**config.mk**
```make
export PLATFORM = sky130hd
export DESIGN_NAME = sio_peripheral_flat
export DESIGN_NICKNAME = d
export VERILOG_FILES = /design/src/rtl/sio_peripheral_if.sv /design/src/rtl/sio_peripheral.sv /design/src/flat_wrapper.sv
export SDC_FILE = /design/constraint.sdc
export NUM_CORES = 1
export LEC_CHECK = 0
export ABC_CLOCK_PERIOD_IN_PS = 4600
export CAP_MARGIN = 5
export CORE_MARGIN = 1.5
export CORE_UTILIZATION = 35
export DETAILED_ROUTE_END_ITERATION = 10
export SYNTH_ARGS = -nofsm -noshare
export SYNTH_HDL_FRONTEND = slang
export SYNTH_SLANG_ARGS = --single-unit
export TNS_END_PERCENT = 50
```
**constraint.sdc**
```tcl
create_clock -name clk -period 4.6 [get_ports clk]
set_clock_uncertainty 0.1 [all_clocks]
set_input_delay 1.38 -clock clk [delete_from_list [all_inputs] [get_ports clk]]
set_output_delay 1.38 -clock clk [all_outputs]
set_load 0.01 [all_outputs]
```
**src/rtl/sio_peripheral_if.sv**
```systemverilog
// Bundled signals between the serial-core bench/device model and the SOD/SID peripheral endpoint.
interface sio_peripheral_if #(
  parameter int unsigned DIV_W = 16
);
  logic             en;
  logic [DIV_W-1:0] divisor;
  logic             SOD;
  logic             SID;
  logic [7:0]       txData;
  logic             txLoad;
  logic             txBusy;
  logic             txDone;
  logic [7:0]       rxData;
  logic             rxValid;
  logic             rxFramerr;

  modport master (
    output en, divisor, SOD, txData, txLoad,
    input  SID, txBusy, txDone, rxData, rxValid, rxFramerr
  );

  modport slave (
    input  en, divisor, SOD, txData, txLoad,
    output SID, txBusy, txDone, rxData, rxValid, rxFramerr
  );
endinterface

```
**src/rtl/sio_peripheral.sv**
```systemverilog
// Peripheral end of the SOD/SID serial link: async 8N1 transmitter and receiver,
// bit timing counted in en ticks with a per-frame latched period.
module sio_peripheral #(
  parameter int unsigned DIV_W = 16
) (
  input logic            clk,
  input logic            rst,
  sio_peripheral_if.slave bus
);

  typedef enum logic [1:0] {TX_IDLE, TX_START, TX_DATA, TX_STOP} tx_state_t;
  typedef enum logic [1:0] {RX_IDLE, RX_START, RX_DATA, RX_STOP} rx_state_t;

  // Divisors below 2 would leave no room for a mid-bit sample
  logic [DIV_W-1:0] p_sel;
  assign p_sel = (bus.divisor < DIV_W'(2)) ? DIV_W'(2) : bus.divisor;

  tx_state_t        tx_state, tx_state_n;
  logic [DIV_W-1:0] tx_p, tx_p_n, tx_cnt, tx_cnt_n;
  logic [2:0]       tx_bit, tx_bit_n;
  logic [7:0]       tx_shift, tx_shift_n;
  logic             sid_q, sid_n, busy_q, busy_n, done_q, done_n;
  logic             tx_end;

  rx_state_t        rx_state, rx_state_n;
  logic [DIV_W-1:0] rx_p, rx_p_n, rx_cnt, rx_cnt_n;
  logic [2:0]       rx_bit, rx_bit_n;
  logic [7:0]       rx_shift, rx_shift_n, rx_data_q, rx_data_n;
  logic             valid_q, valid_n, ferr_q, ferr_n;
  logic             sync1, sync2, hist;
  logic             rx_end_full, rx_end_half;

  assign tx_end      = bus.en && (tx_cnt == tx_p - DIV_W'(1));
  assign rx_end_full = bus.en && (rx_cnt == rx_p - DIV_W'(1));
  assign rx_end_half = bus.en && (rx_cnt == (rx_p >> 1) - DIV_W'(1));

  always_ff @(posedge clk or posedge rst) begin
    if (rst) begin
      tx_state  <= TX_IDLE;
      tx_p      <= '0;
      tx_cnt    <= '0;
      tx_bit    <= '0;
      tx_shift  <= '0;
      sid_q     <= 1'b1;
      busy_q    <= 1'b0;
      done_q    <= 1'b0;
      rx_state  <= RX_IDLE;
      rx_p      <= '0;
      rx_cnt    <= '0;
      rx_bit    <= '0;
      rx_shift  <= '0;
      rx_data_q <= '0;
      valid_q   <= 1'b0;
      ferr_q    <= 1'b0;
      sync1     <= 1'b1;
      sync2     <= 1'b1;
      hist      <= 1'b1;
    end else begin
      tx_state  <= tx_state_n;
      tx_p      <= tx_p_n;
      tx_cnt    <= tx_cnt_n;
      tx_bit    <= tx_bit_n;
      tx_shift  <= tx_shift_n;
      sid_q     <= sid_n;
      busy_q    <= busy_n;
      done_q    <= done_n;
      rx_state  <= rx_state_n;
      rx_p      <= rx_p_n;
      rx_cnt    <= rx_cnt_n;
      rx_bit    <= rx_bit_n;
      rx_shift  <= rx_shift_n;
      rx_data_q <= rx_data_n;
      valid_q   <= valid_n;
      ferr_q    <= ferr_n;
      sync1     <= bus.SOD;
      sync2     <= sync1;
      hist      <= sync2;
    end
  end

  // Transmitter: SID is the registered value for the state being entered
  always_comb begin
    tx_state_n = tx_state;
    tx_p_n     = tx_p;
    tx_cnt_n   = tx_cnt;
    tx_bit_n   = tx_bit;
    tx_shift_n = tx_shift;
    sid_n      = sid_q;
    busy_n     = busy_q;
    done_n     = 1'b0;
    if (bus.en && tx_state != TX_IDLE) tx_cnt_n = tx_cnt + DIV_W'(1);
    case (tx_state)
      TX_IDLE: if (bus.txLoad) begin
        tx_shift_n = bus.txData;
        tx_p_n     = p_sel;
        tx_cnt_n   = '0;
        tx_state_n = TX_START;
        sid_n      = 1'b0;
        busy_n     = 1'b1;
      end
      TX_START: if (tx_end) begin
        tx_cnt_n   = '0;
        tx_bit_n   = '0;
        tx_state_n = TX_DATA;
        sid_n      = tx_shift[0];
      end
      TX_DATA: if (tx_end) begin
        tx_cnt_n = '0;
        if (tx_bit == 3'd7) begin
          tx_state_n = TX_STOP;
          sid_n      = 1'b1;
        end else begin
          tx_bit_n   = tx_bit + 3'd1;
          tx_shift_n = {1'b0, tx_shift[7:1]};
          sid_n      = tx_shift[1];
        end
      end
      TX_STOP: if (tx_end) begin
        tx_cnt_n   = '0;
        tx_state_n = TX_IDLE;
        sid_n      = 1'b1;
        busy_n     = 1'b0;
        done_n     = 1'b1;
      end
      default: tx_state_n = TX_IDLE;
    endcase
  end

  // Receiver: start on a synchronized falling edge, sample mid-bit thereafter
  always_comb begin
    rx_state_n = rx_state;
    rx_p_n     = rx_p;
    rx_cnt_n   = rx_cnt;
    rx_bit_n   = rx_bit;
    rx_shift_n = rx_shift;
    rx_data_n  = rx_data_q;
    valid_n    = 1'b0;
    ferr_n     = 1'b0;
    if (bus.en && rx_state != RX_IDLE) rx_cnt_n = rx_cnt + DIV_W'(1);
    case (rx_state)
      RX_IDLE: if (hist && !sync2) begin
        rx_p_n     = p_sel;
        rx_cnt_n   = '0;
        rx_state_n = RX_START;
      end
      RX_START: if (rx_end_half) begin
        rx_cnt_n   = '0;
        rx_bit_n   = '0;
        rx_state_n = sync2 ? RX_IDLE : RX_DATA;
      end
      RX_DATA: if (rx_end_full) begin
        rx_cnt_n   = '0;
        rx_shift_n = {sync2, rx_shift[7:1]};
        rx_bit_n   = rx_bit + 3'd1;
        if (rx_bit == 3'd7) rx_state_n = RX_STOP;
      end
      RX_STOP: if (rx_end_full) begin
        rx_cnt_n   = '0;
        rx_data_n  = rx_shift;
        valid_n    = sync2;
        ferr_n     = !sync2;
        rx_state_n = RX_IDLE;
      end
      default: rx_state_n = RX_IDLE;
    endcase
  end

  assign bus.SID       = sid_q;
  assign bus.txBusy    = busy_q;
  assign bus.txDone    = done_q;
  assign bus.rxData    = rx_data_q;
  assign bus.rxValid   = valid_q;
  assign bus.rxFramerr = ferr_q;

endmodule

```
**src/flat_wrapper.sv**
```systemverilog
// flat-port wrapper written by rule: the top's interface ports become plain ports
module sio_peripheral_flat 
#(
  parameter int unsigned DIV_W = 16
)
  (clk, rst, bus_en, bus_divisor, bus_SOD, bus_txData, bus_txLoad, bus_SID, bus_txBusy, bus_txDone, bus_rxData, bus_rxValid, bus_rxFramerr);
  sio_peripheral_if #(.DIV_W(DIV_W)) bus_i ();
  input logic clk;
  input logic rst;
  input wire logic [$bits(bus_i.en)-1:0] bus_en;
  input wire logic [$bits(bus_i.divisor)-1:0] bus_divisor;
  input wire logic [$bits(bus_i.SOD)-1:0] bus_SOD;
  input wire logic [$bits(bus_i.txData)-1:0] bus_txData;
  input wire logic [$bits(bus_i.txLoad)-1:0] bus_txLoad;
  output wire logic [$bits(bus_i.SID)-1:0] bus_SID;
  output wire logic [$bits(bus_i.txBusy)-1:0] bus_txBusy;
  output wire logic [$bits(bus_i.txDone)-1:0] bus_txDone;
  output wire logic [$bits(bus_i.rxData)-1:0] bus_rxData;
  output wire logic [$bits(bus_i.rxValid)-1:0] bus_rxValid;
  output wire logic [$bits(bus_i.rxFramerr)-1:0] bus_rxFramerr;
  assign bus_i.en = bus_en;
  assign bus_i.divisor = bus_divisor;
  assign bus_i.SOD = bus_SOD;
  assign bus_i.txData = bus_txData;
  assign bus_i.txLoad = bus_txLoad;
  assign bus_SID = bus_i.SID;
  assign bus_txBusy = bus_i.txBusy;
  assign bus_txDone = bus_i.txDone;
  assign bus_rxData = bus_i.rxData;
  assign bus_rxValid = bus_i.rxValid;
  assign bus_rxFramerr = bus_i.rxFramerr;
  sio_peripheral #(.DIV_W(DIV_W)) u_core (.clk(clk), .rst(rst), .bus(bus_i));
endmodule
```
After elaboration in Yosys (flattened, before gate mapping):

Index checks and enable logic that the tools add are counted.

* muxes and demuxes: 49
* $add $sub $neg: 7
* reduce and logical (&&, ||, !) cells: 28
* magnitude comparators: 1
* equal/unequal tests: 22

Operators by type and width (count)
* 16-bit two-way mux: 8
* 16-bit equality test: 3
* 16-bit case mux with 3 select lines: 1
* 16-bit by 1-bit adder with 16-bit output, second input constant: 2
* 16-bit case mux with 2 select lines: 1
* 16-bit by 1-bit subtractor with 16-bit output, second input constant: 2
* 8-bit two-way mux: 3
* 2-bit two-way mux: 11
* 2-bit by 1-bit != test with 1-bit output, second input constant: 9
* 16-bit by 2-bit less-than comparator with 1-bit output, second input constant: 1
* 2-bit case mux with 4 select lines: 2
* 8-bit case mux with 2 select lines: 1
* 15-bit by 1-bit subtractor with 16-bit output, second input constant: 1
* 3-bit two-way mux: 5
* 1-bit two-way mux: 13
* 3-bit case mux with 2 select lines: 2
* 4-bit AND reduction: 3
* 2-bit nonzero test: 6
* 5-bit AND reduction: 2
* 2-bit equality test, second input constant: 4
* 2-bit AND reduction: 4
* 3-bit by 1-bit adder with 3-bit output, second input constant: 2
* 3-bit equality test, second input constant: 2
* 1-bit logical AND: 6
* other kinds (9): 13

* input port bits: 29
* logic and storage cells: 126
* output and inout bits: 13
* register bits: 106

Depth between registers and ports, before layout:

* depth in word-level cells: 5
* depth in mapped cells: 12
* gate-level depth less buffers: 10

Least setup slack after synthesis:

OpenSTA, ideal clock, no wires.

* path kind: reg2reg
* start point: register u_core.rx_p[1]
* end point: register u_core.rx_shift[0]
* setup slack: 1.023 ns
* clock period less this slack: 3.577 ns
* buffers on the path: 1
* cell stages (with the launch flop): 12
* arrival: 3.352 ns
* data required time: 4.375 ns
* setup time: 0.125 ns
* cells stage by stage: dfrtp_1 inv_1 ha_1 or4b_4 or3_1 a2111oi_2 o22ai_1 or4b_1 nor3b_2 nand2_1 buf_6 mux2_4

* cells in the longest elaborated chain, start to end: 4

RTL lines
* from (decl): line sio_peripheral.sv:26 `logic [DIV_W-1:0] rx_p, rx_p_n, rx_cnt, rx_cnt_n;`
* from (signal assigned): line sio_peripheral.sv:68 `rx_p <= rx_p_n;`
* 16-bit by 1-bit subtractor with 16-bit output: line sio_peripheral.sv:34 `assign rx_end_full = bus.en && (rx_cnt == rx_p - DIV_W'(1));`
* 16-bit equality test: line sio_peripheral.sv:34
* 1-bit logical AND: line sio_peripheral.sv:34
* 2-bit AND reduction (no source line)
* to (signal assigned): line sio_peripheral.sv:71 `rx_shift <= rx_shift_n;`
* to (decl): line sio_peripheral.sv:28 `logic [7:0] rx_shift, rx_shift_n, rx_data_q, rx_data_n;`

No other way between the ends.
A chain may end at the register's enable or synchronous reset.

Final worst setup path:

* start point: register u_core.rx_p[2]
* end point: register u_core.rx_shift[6]

Same word-level chain as after synthesis.

==> results.json <==
{
  "status": "completed",
  "grt_max_degree": 77,
  "ys.flop_type": "dfrtp_1",
  "num_rows": 48,
  "wl_mm": 15.0,
  "stdcell_count": 922,
  "vdd_drop_max_uv": 224,
  "rsz0062_at_grt": "false",
  "area_growth_pct": 14.3,
  "ys_seq_elements": 106,
  "chipHeight_um": 137,
  "crit_family": "simple AND/OR/NAND/NOR gates",
  "yosysMostFrequentCell": "dfrtp_1",
  "ant_nets": 0,
  "synth_area_per_cell_um2": 9.50,
  "min_period_ps": 4080,
  "grtUsageTotal": 0.171,
  "powerDensity_nw_per_um2": 300,
  "holdCritPathClass": "flip-flop to flip-flop",
  "cts_setup_buffers": 0,
  "slowest_delay_ps": 530,
  "final_nets": 734,
  "fmax_mhz": 245,
  "cts_max_path_buffers": 2,
  "clock_sinks": 106,
  "antenna_cells": 0,
  "cts_tree": "built",
  "place_hpwl_mm": 11.1,
  "final_area_um2": 7220,
  "final_util": 0.413,
  "crit_type": "flip-flop to flip-flop",
  "synthesis.nets": 707,
  "synth_area_um2": 6320,
  "drc": 0,
  "antenna_found_initial": 0,
  "io_pins": 42,
  "maxSlewViolCount": 0,
  "p_leak_nw": 3.23,
  "cts-root-buf": "clkbuf_16",
  "setup_viol": 0,
  "hold_buffers": 0,
  "die_area_um2": 18900,
  "synthTopCellsByCount": "dfrtp_1, nand2_1, nor2_1",
  "clk_latency_ps": 350,
  "dp_cells": 906,
  "place_congestion": 0.938,
  "synth_area_leaders": "dfrtp_1, xnor2_1, xor2_1",
  "placed_area_um2": 6940,
  "cp-end-kind": "flip-flop",
  "critical_path.cell_chain": "inv_1, ha_1, or4b_4, or3_1, a2111oi_2, o22ai_1, or4b_1, nor3b_2, nand2_1, mux2_4",
  "numCtsBuffers": 9,
  "worstPathArrival_ps": 4220,
  "grt_overflow_total": 0,
  "start_kind": "flip-flop",
  "grt_pass1_vias": 4996,
  "htree_levels": 3,
  "port_buffers": 41,
  "core_area_um2": 17500,
  "routed_via_density": 5.39,
  "critPathRequiredTime_ps": 4740,
  "yosys_warnings": 0,
  "n_fill_cell": 1668,
  "finalCritPeriodShare": 0.887,
  "dieWidth_um": 137,
  "async_reset_ff_frac": 1.00,
  "slowest_stage": "or4b_4",
  "critical_path_buf_inv_count": 1,
  "start_util": 0.362,
  "cp_max_fo": 11,
  "clkTransAtPathRegs_ps": 70,
  "multiInputGateArea_um2": 3470,
  "drv_cap": 0,
  "fin_setup_tns_ps": 0,
  "yosysTopAreaCell": "dfrtp_1",
  "hold_violations": 0,
  "synth_edf_count": 0,
  "tightestPinTransition_ps": 1100,
  "ys_types": 60,
  "drt_iter0_drc": 302,
  "seqCellArea_um2": 2660,
  "synth_top_area_frac": 0.404,
  "ctsResizeCount": 0,
  "yosysSeqAreaShare": 0.421,
  "drtPass1Iterations": 6,
  "synthCells": 665,
  "layout-drive-gt1-share": 0.0990,
  "grt_pass1_wl_mm": 25.3,
  "vias": 4965,
  "wl_per_cell_um": 16.3,
  "maxSlewHeadroom": 0.261
}
## worst paths after layout
path | startpoint | endpoint | slack [ps] | cells past startpoint
max | u_core.rx_p[2]$_DFFE_PP0P_ | u_core.rx_shift[6]$_DFFE_PP0P_ | 520 | 10
min in group asynchronous | rst | u_core.tx_shift[2]$_DFFE_PP0P_ | 1490 | 2
min reg2reg | u_core.sync1$_DFF_PP1_ | u_core.sync2$_DFF_PP1_ | 260 | 0
max in group asynchronous | rst | u_core.sync1$_DFF_PP1_ | 2070 | 3
max reg2reg | u_core.rx_p[2]$_DFFE_PP0P_ | u_core.rx_shift[6]$_DFFE_PP0P_ | 520 | 10
min | u_core.sync1$_DFF_PP1_ | u_core.sync2$_DFF_PP1_ | 260 | 0
## sequential cells by signal, indices dropped and copies added (netlist names), named ones only
signal / count
u_core.sync1: 1
u_core.bus.rxData: 8
u_core.rx_cnt: 16
u_core.rx_bit: 3
u_core.rx_state: 1
u_core.rx_shift: 8
u_core.rx_p: 16
u_core.tx_cnt: 16
u_core.tx_p: 16
u_core.tx_state: 2
u_core.bus.rxFramerr: 1
u_core.sync2: 1
u_core.bus.SID: 1
u_core.tx_shift: 8
u_core.bus.txBusy: 1
u_core.tx_bit: 3
u_core.bus.txDone: 1
u_core.hist: 1
u_core.bus.rxValid: 1
## metal layers
metal,part of all wire,routed length [um],track usage
met5,0,0,0
met2,0.44,6610,0.262
met4,0.014,206,0.0556
met3,0.060,905,0.0442
met1,0.49,7310,0.236
## through the flow
stage	setup WS [ps]	total power, mW	hold WS, ps
floorplan	338	1.34	245
global placement	547	1.43	247
detailed placement	257	1.44	254
CTS	501	2.19	265
global route	119	2.28	267
finish	521	2.16	263
## cell usage in the layout, fill, tap and decap left out, types with 5 or more instances in the layout
| cell | n |
|---|---|
| clkbuf_16 | 9 |
| nand2_1 | 83 |
| xor2_1 | 43 |
| mux2i_1 | 9 |
| mux2_4 | 7 |
| nand3_1 | 19 |
| o211ai_1 | 5 |
| dfrtp_1 | 102 |
| a211o_1 | 11 |
| nor2b_1 | 8 |
| or3_1 | 17 |
| and2_1 | 6 |
| xnor2_1 | 43 |
| nor4_1 | 13 |
| ha_1 | 13 |
| a21oi_1 | 8 |
| mux2_2 | 26 |
| o21ai_0 | 27 |
| and3_1 | 8 |
| and4_1 | 7 |
| nor3_1 | 19 |
| buf_4 | 8 |
| a31oi_1 | 8 |
| nor2_1 | 56 |
| nand4_1 | 12 |
| o211a_1 | 8 |
| clkdlybuf4s50_1 | 41 |
| inv_1 | 16 |
## cell families (layout without fill, tap and decap cells)
family                     after synthesis  in the layout  synth area share
muxes                                   42             42            0.0772
xor gates and xnor gates                86             86             0.119
DFF                                    106            106             0.421
AOI/OAI and AO/OA                       94             94             0.105
buffers and inverters                   50             82            0.0311
adders and majority gates               13             13            0.0257
and+or+nand+nor                        274            274             0.222
## report_power, final
group	internal, mW	total [mW]	switching (mW)
registers	0.994	1.11	0.112
logic	0.163	0.321	0.158
clock network	0.384	0.738	0.353
## cell type report
class	instances	area share
Inverter	17	0.00918
Clock buffer	11	0.0336
Tap cell	225	0.0390
Timing Repair Buffer	49	0.0651
Clock inverter	5	0.00520
Sequential cell	106	0.368
Multi-Input combinational cell	509	0.480
No activity file was read; power rests on OpenSTA's default activity.
